File: src/rtl/uart_fsm_tx.sv
// Free-running 8N1 UART transmitter: idle gap, start bit, 8 data bits LSB first, stop bit, Done pulse.
// Outputs are registered from the current state, so the line lags the state register by one cycle.
module uart_fsm_tx #(
   parameter int CLKS_PER_BIT = 8,
   parameter int IDLE_CYCLES  = 8
) (
   input  logic       clk,
   input  logic       rst,
   input  logic [7:0] datain,
   output logic       x,
   output logic       Done
);

   localparam int MAXC = (CLKS_PER_BIT > IDLE_CYCLES) ? CLKS_PER_BIT : IDLE_CYCLES;
   localparam int CW   = (MAXC > 1) ? $clog2(MAXC) : 1;
   localparam logic [CW-1:0] BITLAST  = CW'(CLKS_PER_BIT - 1);
   localparam logic [CW-1:0] IDLELAST = CW'(IDLE_CYCLES - 1);

   typedef enum logic [2:0] {
      IDLE  = 3'd0,
      START = 3'd1,
      DATA  = 3'd2,
      STOP  = 3'd3,
      DONE  = 3'd4
   } state_t;

   state_t        state, nextstate;
   logic [CW-1:0] cnt, nextcnt;
   logic [2:0]    idx, nextidx;
   logic [7:0]    shreg;
   logic          load;
   logic          xnext, donenext;

   // State, counters and output flops; the byte is captured only when IDLE hands over to START
   always_ff @(posedge clk) begin
      if (rst) begin
         state <= IDLE;
         cnt   <= '0;
         idx   <= '0;
         shreg <= '0;
         x     <= 1'b1;
         Done  <= 1'b0;
      end else begin
         state <= nextstate;
         cnt   <= nextcnt;
         idx   <= nextidx;
         if (load)
            shreg <= datain;
         x     <= xnext;
         Done  <= donenext;
      end
   end

   // Next-state logic; every state change clears the cycle counter
   always_comb begin
      nextstate = state;
      nextcnt   = cnt + 1'b1;
      nextidx   = idx;
      load      = 1'b0;
      xnext     = 1'b1;
      donenext  = 1'b0;
      case (state)
         IDLE: begin
            if (cnt == IDLELAST) begin
               nextstate = START;
               nextcnt   = '0;
               load      = 1'b1;
            end
         end
         START: begin
            xnext = 1'b0;
            if (cnt == BITLAST) begin
               nextstate = DATA;
               nextcnt   = '0;
               nextidx   = '0;
            end
         end
         DATA: begin
            xnext = shreg[idx];
            if (cnt == BITLAST) begin
               nextcnt = '0;
               nextidx = idx + 3'd1;
               if (idx == 3'd7)
                  nextstate = STOP;
            end
         end
         STOP: begin
            if (cnt == BITLAST) begin
               nextstate = DONE;
               nextcnt   = '0;
            end
         end
         DONE: begin
            donenext  = 1'b1;
            nextstate = IDLE;
            nextcnt   = '0;
         end
         default: begin
            nextstate = IDLE;
            nextcnt   = '0;
            nextidx   = '0;
         end
      endcase
   end

endmodule

File: config.mk
export PLATFORM = sky130hd
export DESIGN_NAME = uart_fsm_tx
export DESIGN_NICKNAME = d
export VERILOG_FILES = /design/src/rtl/uart_fsm_tx.sv
export SDC_FILE = /design/constraint.sdc
export NUM_CORES = 1
export LEC_CHECK = 0
export BUFFER_PORTS_ARGS = -buffer_cell sky130_fd_sc_hd__buf_2
export CAP_MARGIN = 20
export CELL_PAD_IN_SITES_DETAIL_PLACEMENT = 1
export CELL_PAD_IN_SITES_GLOBAL_PLACEMENT = 2
export CORE_MARGIN = 1.5
export CORE_UTILIZATION = 30
export CTS_BUF_LIST = sky130_fd_sc_hd__clkbuf_8
export DETAILED_ROUTE_END_ITERATION = 16
export HOLD_SLACK_MARGIN = 0.12
export PLACE_DENSITY_LB_ADDON = 0.1
export SYNTH_ARGS = -nofsm -noshare
export SYNTH_HDL_FRONTEND = slang
export SYNTH_SLANG_ARGS = --single-unit
File: constraint.sdc
create_clock -name clk -period 2.9 [get_ports clk]
set_clock_uncertainty 0.05 [all_clocks]
set_input_delay 0.145 -clock clk [delete_from_list [all_inputs] [get_ports clk]]
set_output_delay 0.145 -clock clk [all_outputs]
set_load 0.1 [all_outputs]
* Word-level counts from Yosys, hierarchy flattened *
Index checks and enable logic that the tools add are counted.

storage, ports and cells
  bits in registers = 19
  latch bits = 0
  memory bits (writable) = 0
  bits in read-only memories = 0
  input port bits = 10
  output and inout bits = 2
  memories kept = 0

cells by class
  add/subtract/negate cells = 2
  multiply operators = 0
  div/mod/pow operators = 0
  magnitude comparators = 1
  equality and inequality tests = 11
  shift-type cells = 0
  muxes and demuxes = 15
  bitwise operators = 2
  reduce and logical (&&, ||, !) cells = 6

operator list
  kind                                                         number
  2-to-1 mux 3 bit                                             7
  case mux 3 bit (4 select lines)                              1
  != test 2 bit (second input constant)                        5
  equality test 3 bit (second input constant)                  3
  case mux 3 bit (3 select lines)                              1
  adder 3 x 1 -> 3 bit (second input constant)                 2
  equality test 3 x 2 -> 1 bit (second input constant)         2
  OR reduction 3 bit                                           2
  AND reduction 5 bit                                          1
  less-than comparator 3 x 4 -> 1 bit (second input constant)  1
  2-to-1 mux 1 bit                                             4
  OR reduction 4 bit                                           1
  binary-select mux 1 bit (select 3 bit)                       1
  equality test 3 x 1 -> 1 bit (second input constant)         1
  zero test 3 bit                                              1
  AND reduction 3 bit                                          1
  inverter 1 bit                                               2
  case mux 1 bit (2 select lines)                              1

* Depth between registers and ports, before layout *
Gate-level depths: netlist of run 1.

  depth in word-level cells = 4
  gate-level depth with buffers = 7
  depth with buffers taken out = 6

* Least setup slack after synthesis of run 1 *
OpenSTA, ideal clock, no wires.

  kind = register to register
  from = register cnt[0]
  to = register shreg[0]
  data arrival time = 1398 ps
  required time = 2722 ps
  path slack = 1323 ps
  stages on the path, launching flop included = 8
  path buffers = 1
  cell sequence = dfxtp_1 -> ha_1 -> ha_1 -> inv_2 -> or4_4 -> buf_6 -> nand2_1 -> a21oi_1

between the ends
  longest elaborated chain between the ends = 3

RTL lines
  item                    RTL line  text
  start, declared         28        logic [CW-1:0] cnt, nextcnt;
  start signal, assigned  45        cnt <= nextcnt;
  equality test 3 bit     64        if (cnt == IDLELAST) begin
  2-to-1 mux 1 bit        64
  2-to-1 mux 1 bit        62        case (state)
  end signal, assigned    48        shreg <= datain;
  end, declared           30        logic [7:0] shreg;

Every way passes these cells.
A chain may end at the register's enable or synchronous reset.

* Final worst setup path of run 1 *
  from = register cnt[0]
  to = register shreg[4]

The elaborated chain is that of the path after synthesis.

==> flow_metrics.env, run 1 <==
export IMPL_fillers=337
export IMPL_worstHoldPathType="input pin to flop"
export IMPL_overflow=0
export IMPL_max_stage_delay_ps=480
export IMPL_layout_cells_non_filler=139
export IMPL_synth_fa_ha_area_frac=0.0571
export IMPL_area_delta_synth_final_pct=19.1
export IMPL_rsz0062_at_grt="no"
export IMPL_maxCapViolations=0
export IMPL_initial_utilization=0.318
export IMPL_final_hold_viol_count=0
export IMPL_crit_path_frequent_cell="ha_1"
export IMPL_diodes=0
export IMPL_design_core_area_sq_um=2760
export IMPL_dpl_instance_area_sq_um=920
export IMPL_multi_input_area_sq_um=438
export IMPL_numCtsBuffers=3
export IMPL_cp_cell_sequence="ha_1 > ha_1 > inv_2 > or4_4 > nand2_1 > a21oi_1"
export IMPL_postCtsSetupRepairBufs=0
export IMPL_drc=0
export IMPL_whs_ps=206
export IMPL_grt_usage=0.125
export IMPL_h_tree_depth=1
export IMPL_irDropWorstVdd_mv=0.230
export IMPL_post_drt_via_cell_ratio=4.81
export IMPL_max_freq_mhz=595
export IMPL_fin_setup_tns_ps=0
export IMPL_ys_seq_area_frac=0.434
export IMPL_period_minus_slack_ps=1680
export IMPL_crit_required_ps=2980
export IMPL_slowest_stage="or4_4"
export IMPL_dp_cells=127
export IMPL_outcome="completed"
export IMPL_fin_util=0.379
export IMPL_path_max_fanout=8
export IMPL_final_area_sq_um=1040
export IMPL_wl_um=1770
export IMPL_die_h_um=57.1
export IMPL_dieArea_sq_um=3260
export IMPL_syn_area_per_cell_sq_um=9.64
export IMPL_clock_sinks=19
export IMPL_synthMuxAreaShare=0.0827
export IMPL_path_clk_slew_ps=70
export IMPL_synth_cell_types=30
export IMPL_cts_root_buf="clkbuf_8"
export IMPL_start_kind="flop"
export IMPL_endpoint_kind="flop"
export IMPL_grt_pass1_vias=638
export IMPL_antenna_left=0
export IMPL_netlist_instances=91
export IMPL_port_buffers=11
export IMPL_p_leak_nw=0.432
export IMPL_period_share=0.580
export IMPL_setup_viol=0
export IMPL_arrival_ps=1770
export IMPL_clkLatencyLatePin_ps=250
export IMPL_vias=668
export IMPL_drive_above_1_share=0.204
export IMPL_ios=12
export IMPL_synth_top_family_by_area="simple AND/OR/NAND/NOR gates"
export IMPL_antenna_found_initial=0
export IMPL_synth_nets=105
export IMPL_clockBufferDepth=2
export IMPL_criticalPathCategory="flop to flop"
export IMPL_drt_pre_antenna_iters=2
export IMPL_synth_compound_area_frac=0.108
export IMPL_grt_max_degree=18
export IMPL_synth_area_sq_um=877
export IMPL_max_slew_margin_rel=0.663
export IMPL_power_density_nw_per_um2=454
export IMPL_cts_resized=0
export IMPL_register_area_sq_um=380
export IMPL_cts_tree="done"
export IMPL_drtIter0Drc=10
export IMPL_place_congestion=0.620
export IMPL_synthXorXnorAreaFrac=0.00999
export IMPL_worst_pin_slew_ps=505
export IMPL_die_x_um=57.1
export IMPL_ys_warn_count=0
export IMPL_avgRoutedWirePerCell_um=12.7
export IMPL_ys_ff_latch=19
export IMPL_slew_viol_final=0
export IMPL_post_dp_hpwl_um=1210
export IMPL_post_synth_and_or_nand_nor_area_fraction=0.241
export IMPL_ctsHoldBuffers=8
export IMPL_nets=123
export IMPL_num_rows=19
export IMPL_grt_pass1_wl_um=3060
## where the power goes
part,internal [mW],switching (mW)
sequential,0.265,0.00195
clock,0.0941,0.0875
combinational,0.0152,0.0107
## cells by family after synthesis
family	after synthesis
simple gates	38
flops	19
compound gates	15
buf+inv	8
mux	6
fa+ha+maj	4
xor+xnor	1
## path summary, 6_finish.rpt
kind	from	slack, ps	end	depth (start not counted)
worst max-delay path	cnt[0]	1220	shreg[4]	6
worst min-delay path	rst	210	idx[2]	2
worst max register to register	cnt[0]	1220	shreg[4]	6
worst min register to register	cnt[0]	390	cnt[0]	1
## critical path: cells and delay by family, from the launching register on
kind                     cells  cell delay (ps)
AND/OR/NAND/NOR              2              590
adder cells (fa/ha/maj)      2              430
flip-flops                   1              340
buffers and inverters        1              100
AO/OA/AOI/OAI                1               60
## through the flow
| step | total power, mW | setup WS (ps) |
|---|---|---|
| final | 0.474 | 1220 |
| after detailed placement | 0.291 | 1240 |
| after global placement | 0.290 | 1290 |
| after floorplan | 0.283 | 1320 |
| after CTS | 0.483 | 1230 |
| after global routing | 0.500 | 1090 |
## sequential cells by signal (all words and copies together) (netlist names)
register	cells
idx	3
state	3
Done	1
cnt	3
x	1
shreg	8
## cell usage in the layout, fill, tap and decap left out
master	Yosys	layout
a211oi_1	1	1
a21oi_1	10	10
o22ai_2	1	1
dlygate4sd3_1	0	8
nor4_4	1	1
mux4_2	1	1
clkbuf_8	0	3
nor4b_1	1	1
and2_1	4	4
and4_2	1	1
nand3_1	1	1
o2111ai_1	1	1
nor3_1	3	3
nand3b_1	1	1
a21boi_2	1	1
buf_2	1	11
o21ai_0	1	1
nor4_1	1	1
nor2b_1	1	1
xor2_1	1	1
nor2_1	4	4
nor3b_2	1	1
dfxtp_1	19	19
or4_4	1	1
inv_2	1	1
nand2_1	18	18
mux2i_1	5	5
inv_1	1	2
ha_1	4	4
## synth_stat cells
library cell / n / area, sq um
and2_1: 4 / 25.0
a211oi_1: 1 / 7.51
dfxtp_1: 19 / 380
nor3_1: 3 / 15.0
o21ai_0: 1 / 5.00
nor4b_1: 1 / 8.76
inv_1: 1 / 3.75
nor4_4: 1 / 21.3
or4_4: 1 / 11.3
inv_2: 1 / 3.75
buf_6: 2 / 22.5
nor3b_2: 1 / 12.5
o22ai_2: 1 / 12.5
buf_4: 2 / 15.0
mux4_2: 1 / 22.5
nor2b_1: 1 / 6.26
a21boi_2: 1 / 11.3
and4_2: 1 / 10.0
nand2_1: 18 / 67.6
ha_1: 4 / 50.1
o2111ai_1: 1 / 8.76
nor4_1: 1 / 6.26
xor2_1: 1 / 8.76
nand3_1: 1 / 5.00
nand3b_1: 1 / 7.51
a21oi_1: 10 / 50.1
buf_2: 1 / 5.00
nor2_1: 4 / 15.0
mux2i_1: 5 / 50.1
dlygate4sd1_1: 1 / 8.76
## final cells by class
| cell class | instances | share of cell area |
|---|---|---|
| repair buffers | 19 | 0.129 |
| inverters | 2 | 0.00719 |
| well taps | 31 | 0.0371 |
| multi-input cells | 64 | 0.419 |
| clock buffers | 3 | 0.0395 |
| clock inverters | 1 | 0.00359 |
| flip-flops and latches | 19 | 0.364 |
## metal layers
layer / GRT usage / part of all wire / vias to the layer above
li1: - / - / 346
met1: 0.178 / 0.52 / 310
met2: 0.179 / 0.45 / 8
met3: 0.0272 / 0.021 / 4
met4: 0.0598 / 0.014 / 0
met5: 0 / 0 / -
(Power assumes the default switching activity.)
==> run 2, diff against run 1 <==
- clock period: 2.9 -> 1.4 ns (I/O delays scaled with it)
==> run 2 against run 1 <==
Sequential share of layout area is 2.9 points lower. Largest power group unchanged. Die area stayed put. Utilization is 3.8 points higher. Final cell count is 5.8% higher. Design area is 10% higher. Clock-buffer cell count stayed put. The run now ends with setup timing left. Fmax is 14% higher. Clock power is 120% higher. Critical path depth stayed put. Wire length is 12% higher. Total power is 110% higher. Non-clock buffer count is 8 higher.
==> flow_metrics.env, run 2 (synthesis gave the netlist of run 1 again) <==
export IMPL_final_area_sq_um=1150
export IMPL_switching_share=0.229
export IMPL_drive_above_1_share=0.319
export IMPL_largest_register="shreg"
export IMPL_overflow=0
export IMPL_post_dp_hpwl_um=1380
export IMPL_h_tree_depth=1
export IMPL_dieArea_sq_um=3260
export IMPL_place_congestion=0.736
export IMPL_slowest_stage="or4_4"
export IMPL_p_seq_frac=0.547
export IMPL_die_h_um=57.1
export IMPL_period_share=1.05
export IMPL_setup_ws_ps=-69.9
export IMPL_die_x_um=57.1
export IMPL_dpl_instance_area_sq_um=1010
export IMPL_path_buf_inv=1
export IMPL_clockBufferDepth=2
export IMPL_antenna_found_initial=0
export IMPL_start_kind="flop"
export IMPL_max_freq_mhz=680
export IMPL_clockPowerShare=0.393
export IMPL_criticalPathCategory="flop to flop"
export IMPL_preCtsSetupSlack_ps=-77.8
export IMPL_grt_pass1_vias=748
export IMPL_max_stage_delay_ps=480
export IMPL_drtIter0Drc=3
export IMPL_ios=12
export IMPL_path_clk_slew_ps=80
export IMPL_crit_required_ps=1490
export IMPL_failed_checks="setup timing"
export IMPL_nets=131
export IMPL_design_core_area_sq_um=2760
export IMPL_power_density_nw_per_um2=885
export IMPL_irDropWorstVdd_mv=0.616
export IMPL_cts_tree="done"
export IMPL_port_buffers=11
export IMPL_post_drt_via_cell_ratio=4.75
export IMPL_num_rows=19
export IMPL_area_delta_synth_final_pct=31.1
export IMPL_arrival_ps=1560
export IMPL_drc=0
export IMPL_period_minus_slack_ps=1470
export IMPL_power_frac_comb=0.059
export IMPL_path_max_fanout=8
export IMPL_largest_reg_flops=8
export IMPL_p_leak_nw=0.456
export IMPL_diodes=0
export IMPL_numCtsBuffers=3
export IMPL_crit_path_frequent_cell="ha_4"
export IMPL_antenna_left=0
export IMPL_slew_viol_final=0
export IMPL_avgRoutedWirePerCell_um=13.5
export IMPL_worst_pin_slew_ps=487
export IMPL_final_hold_viol_count=0
export IMPL_max_slew_margin_rel=0.677
export IMPL_worstHoldPathType="input pin to flop"
export IMPL_grt_usage=0.139
export IMPL_grt_pass1_wl_um=3510
export IMPL_cp_cell_sequence="ha_4 > ha_4 > inv_4 > or4_4 > nand2_1 > a21oi_1"
export IMPL_p_int_uw=784
export IMPL_outcome="finished with violations"
export IMPL_final_common_cell="nand2_1"
export IMPL_clock_sinks=19
export IMPL_endpoint_kind="flop"
export IMPL_setup_viol=11
export IMPL_wl_um=1990
export IMPL_vias=698
export IMPL_clkLatencyLatePin_ps=260
export IMPL_rsz0062_at_grt="yes"
export IMPL_cts_root_buf="clkbuf_8"
export IMPL_initial_utilization=0.318
export IMPL_drt_pre_antenna_iters=3
export IMPL_layout_common_cells="nand2_1 (18), dfxtp_1 (15), buf_2 (11)"
export IMPL_cp_top_family="simple AND/OR/NAND/NOR gates"
export IMPL_p_sw_uw=233
export IMPL_maxCapViolations=0
export IMPL_grt_max_degree=18
run 2: routing by layer:
metal / track usage / vias up / routed length (um)
met2: 0.213 / 6 / 904
met1: 0.199 / 327 / 1050
met3: 0.0272 / 0 / 33
li1: - / 365 / -
met4: 0.0399 / 0 / 0
met5: 0 / - / 0
run 2: cell type report:
type                            count  area [sq um]
Clock buffer                        3          41.3
Inverter                            2          10.0
Sequential cell                    19           385
Fill cell                         321          1610
Multi-Input combinational cell     64           470
Tap cell                           31          38.8
Clock inverter                      1          5.00
Timing Repair Buffer               27           199
run 2: worst paths after layout:
kind / slack [ps] / cells past startpoint / endpoint / from
max: -70 / 6 / shreg[7] / cnt[1]
min: 130 / 2 / idx[0] / rst
max reg2reg: -70 / 6 / shreg[7] / cnt[1]
min reg2reg: 380 / 1 / cnt[0] / cnt[0]
run 2: power by group through the flow:
stage                     registers (mW)  clock network [mW]  logic (mW)
final                              0.557               0.400      0.0605
after global routing               0.558               0.439      0.0705
after CTS                          0.557               0.418      0.0609
after detailed placement           0.570                   0      0.0436
after global placement             0.570                   0      0.0414
after floorplan                    0.570                   0      0.0259
run 2: repair_timing:
item,in CTS,in global routing
endpoints found under the setup margin,12,12
hold buffers,8,0
gates resized for setup,2,2
endpoints found under the hold margin,8,0
buffers inserted,0,0
pin swaps,3,0
run 2: worst register-to-register path, cell delays in order, from the launching register on:
cell and delay (ps):
dfxtp_2 340, ha_4 140, ha_4 150, inv_4 30, or4_4 480, nand2_1 110
a21oi_1 60
run 2: per-stage QoR:
step	hold WS, ps	total power, mW	util	setup TNS (ps)	cells
finish	134	1.02	0.417	-586	147
global route	148	1.07	0.417	-1460	147
CTS	129	1.04	0.415	-822	147
detailed placement	271	0.613	0.366	-760	135
global placement	260	0.611	0.366	-647	135
floorplan	154	0.595	-	-639	91
==> run 3, diff against run 2 <==
- CTS_BUF_LIST: sky130_fd_sc_hd__clkbuf_8 -> sky130_fd_sc_hd__clkbuf_4 sky130_fd_sc_hd__clkbuf_8
- GPL_TIMING_DRIVEN: default -> 0
==> run 3 against run 2 <==
The run still ends with setup timing left. Sequential cell count stayed put. Combinational power up 5.8%. Sequential power hardly changed. Critical path type unchanged.
==> flow_metrics.env, run 3 (synthesis gave the netlist of run 1 again) <==
export IMPL_setup_viol=14
export IMPL_fin_setup_tns_ps=-1080
export IMPL_p_leak_nw=0.453
export IMPL_dieArea_sq_um=3260
export IMPL_r2r_end="shreg[4]"
export IMPL_dpl_instance_area_sq_um=996
export IMPL_drive_above_1_share=0.325
export IMPL_antenna_found_initial=0
export IMPL_diodes=0
export IMPL_max_slew_margin_rel=0.679
export IMPL_drt_pre_antenna_iters=3
export IMPL_largest_reg_flops=8
export IMPL_failed_checks="setup timing"
export IMPL_preCtsSetupSlack_ps=-189
export IMPL_die_x_um=57.1
export IMPL_clockBufferDepth=2
export IMPL_final_area_sq_um=1150
export IMPL_cp_cell_sequence="ha_4 > ha_4 > inv_4 > or4_4 > nand2_1 > a21oi_1"
export IMPL_wl_um=1890
export IMPL_grt_max_degree=12
export IMPL_setup_ws_ps=-123
export IMPL_antenna_left=0
export IMPL_nets=132
export IMPL_period_share=1.09
export IMPL_num_rows=19
export IMPL_path_clk_slew_ps=110
export IMPL_max_freq_mhz=657
export IMPL_ios=12
export IMPL_irDropWorstVdd_mv=0.564
export IMPL_maxCapViolations=0
export IMPL_start_kind="flop"
export IMPL_min_to="cnt[0]"
export IMPL_multi_input_area_sq_um=477
export IMPL_design_core_area_sq_um=2760
export IMPL_power_density_nw_per_um2=786
export IMPL_rsz0062_at_grt="yes"
export IMPL_grt_pass1_wl_um=3480
export IMPL_period_minus_slack_ps=1520
export IMPL_outcome="finished with violations"
export IMPL_dp_cells=132
export IMPL_h_tree_depth=1
export IMPL_path_max_fanout=8
export IMPL_worstHoldPathType="flop to flop"
export IMPL_clock_sinks=19
export IMPL_register_area_sq_um=385
export IMPL_vias=714
export IMPL_cts_root_buf="clkbuf_4"
export IMPL_final_hold_viol_count=0
export IMPL_slew_viol_final=0
export IMPL_criticalPathCategory="flop to flop"
export IMPL_grt_pass1_vias=739
export IMPL_r2r_start="cnt[0]"
export IMPL_r2r_cells=6
export IMPL_crit_path_frequent_cell="ha_4"
export IMPL_overflow=0
export IMPL_port_buffers=10
export IMPL_numCtsBuffers=3
export IMPL_final_common_cell="nand2_1"
export IMPL_largest_register="shreg"
export IMPL_die_h_um=57.1
export IMPL_whs_path_depth=1
export IMPL_drc=0
export IMPL_cts_tree="done"
export IMPL_grt_usage=0.139
export IMPL_initial_utilization=0.318
export IMPL_max_stage_delay_ps=490
export IMPL_clkLatencyLatePin_ps=300
export IMPL_fillers=328
export IMPL_arrival_ps=1660
export IMPL_post_dp_hpwl_um=1290
export IMPL_avgRoutedWirePerCell_um=12.8
export IMPL_worstHoldStart="cnt[0]"
export IMPL_cp_top_family="simple AND/OR/NAND/NOR gates"
export IMPL_regToRegSetupSlack_ps=-120
export IMPL_worst_pin_slew_ps=485
export IMPL_path_buf_inv=1
export IMPL_layout_common_cells="nand2_1 (17), dfxtp_1 (15), buf_2 (11)"
export IMPL_endpoint_kind="flop"
export IMPL_crit_required_ps=1530
export IMPL_area_delta_synth_final_pct=31.0
export IMPL_post_drt_via_cell_ratio=4.82
export IMPL_drtIter0Drc=6
export IMPL_slowest_stage="or4_4"
export IMPL_place_congestion=0.649
export IMPL_layout_cells_non_filler=148
[run 3: cell count changes in the layout (fill, tap and decap cells not counted), sizes merged]
cell | previous run | this run
buf | 19 | 18
dlygate4sd1 | 0 | 1
dlygate4sd3 | 8 | 9
[run 3: what timing repair did]
action	4_1_cts	5_1_grt
pin swaps	3	2
setup endpoints to repair	13	13
setup buffers	2	2
endpoints found under the hold margin	15	0
hold buffers	9	0
gates resized for setup	2	3
[run 3: cell type report]
class / instances / share of cell area
Multi-Input combinational cell: 64 / 0.415
Inverter: 2 / 0.00871
Tap cell: 31 / 0.0338
Clock buffer: 3 / 0.0196
Clock inverter: 1 / 0.00436
Buffer: 5 / 0.0349
Sequential cell: 19 / 0.336
Timing Repair Buffer: 23 / 0.148
[run 3: per-stage QoR]
step / power, mW / hold slack [ps] / util
after floorplan: 0.595 / 154 / -
after global placement: 0.612 / 246 / 0.361
after detailed placement: 0.615 / 251 / 0.361
after CTS: 0.918 / 397 / 0.408
after global routing: 0.968 / 411 / 0.417
final: 0.903 / 394 / 0.417
[run 3: worst max path at each step]
stage           start  endpoint  cells past startpoint
3_3_place_gp   cnt[0]  shreg[2]                      7
3_5_place_dp   cnt[0]  shreg[4]                      7
2_1_floorplan  cnt[1]  shreg[0]                      7
5_1_grt        cnt[0]  shreg[5]                      6
4_1_cts        cnt[0]  shreg[4]                      6
6_report       cnt[0]  shreg[4]                      6
[run 3: per-layer routing]
metal	vias to the layer above	wire length, um	GRT usage
met5	-	0	0
met4	0	29	0.0598
met3	4	40	0.0204
met2	8	928	0.213
met1	335	892	0.194
li1	367	-	-
[run 3: power breakdown]
part | switching (mW) | leakage, nW | internal [mW]
Combinational | 0.0244 | 0.280 | 0.0397
Clock | 0.176 | 0.0177 | 0.107
Sequential | 0.00676 | 0.155 | 0.550
Total | 0.207 | 0.453 | 0.696
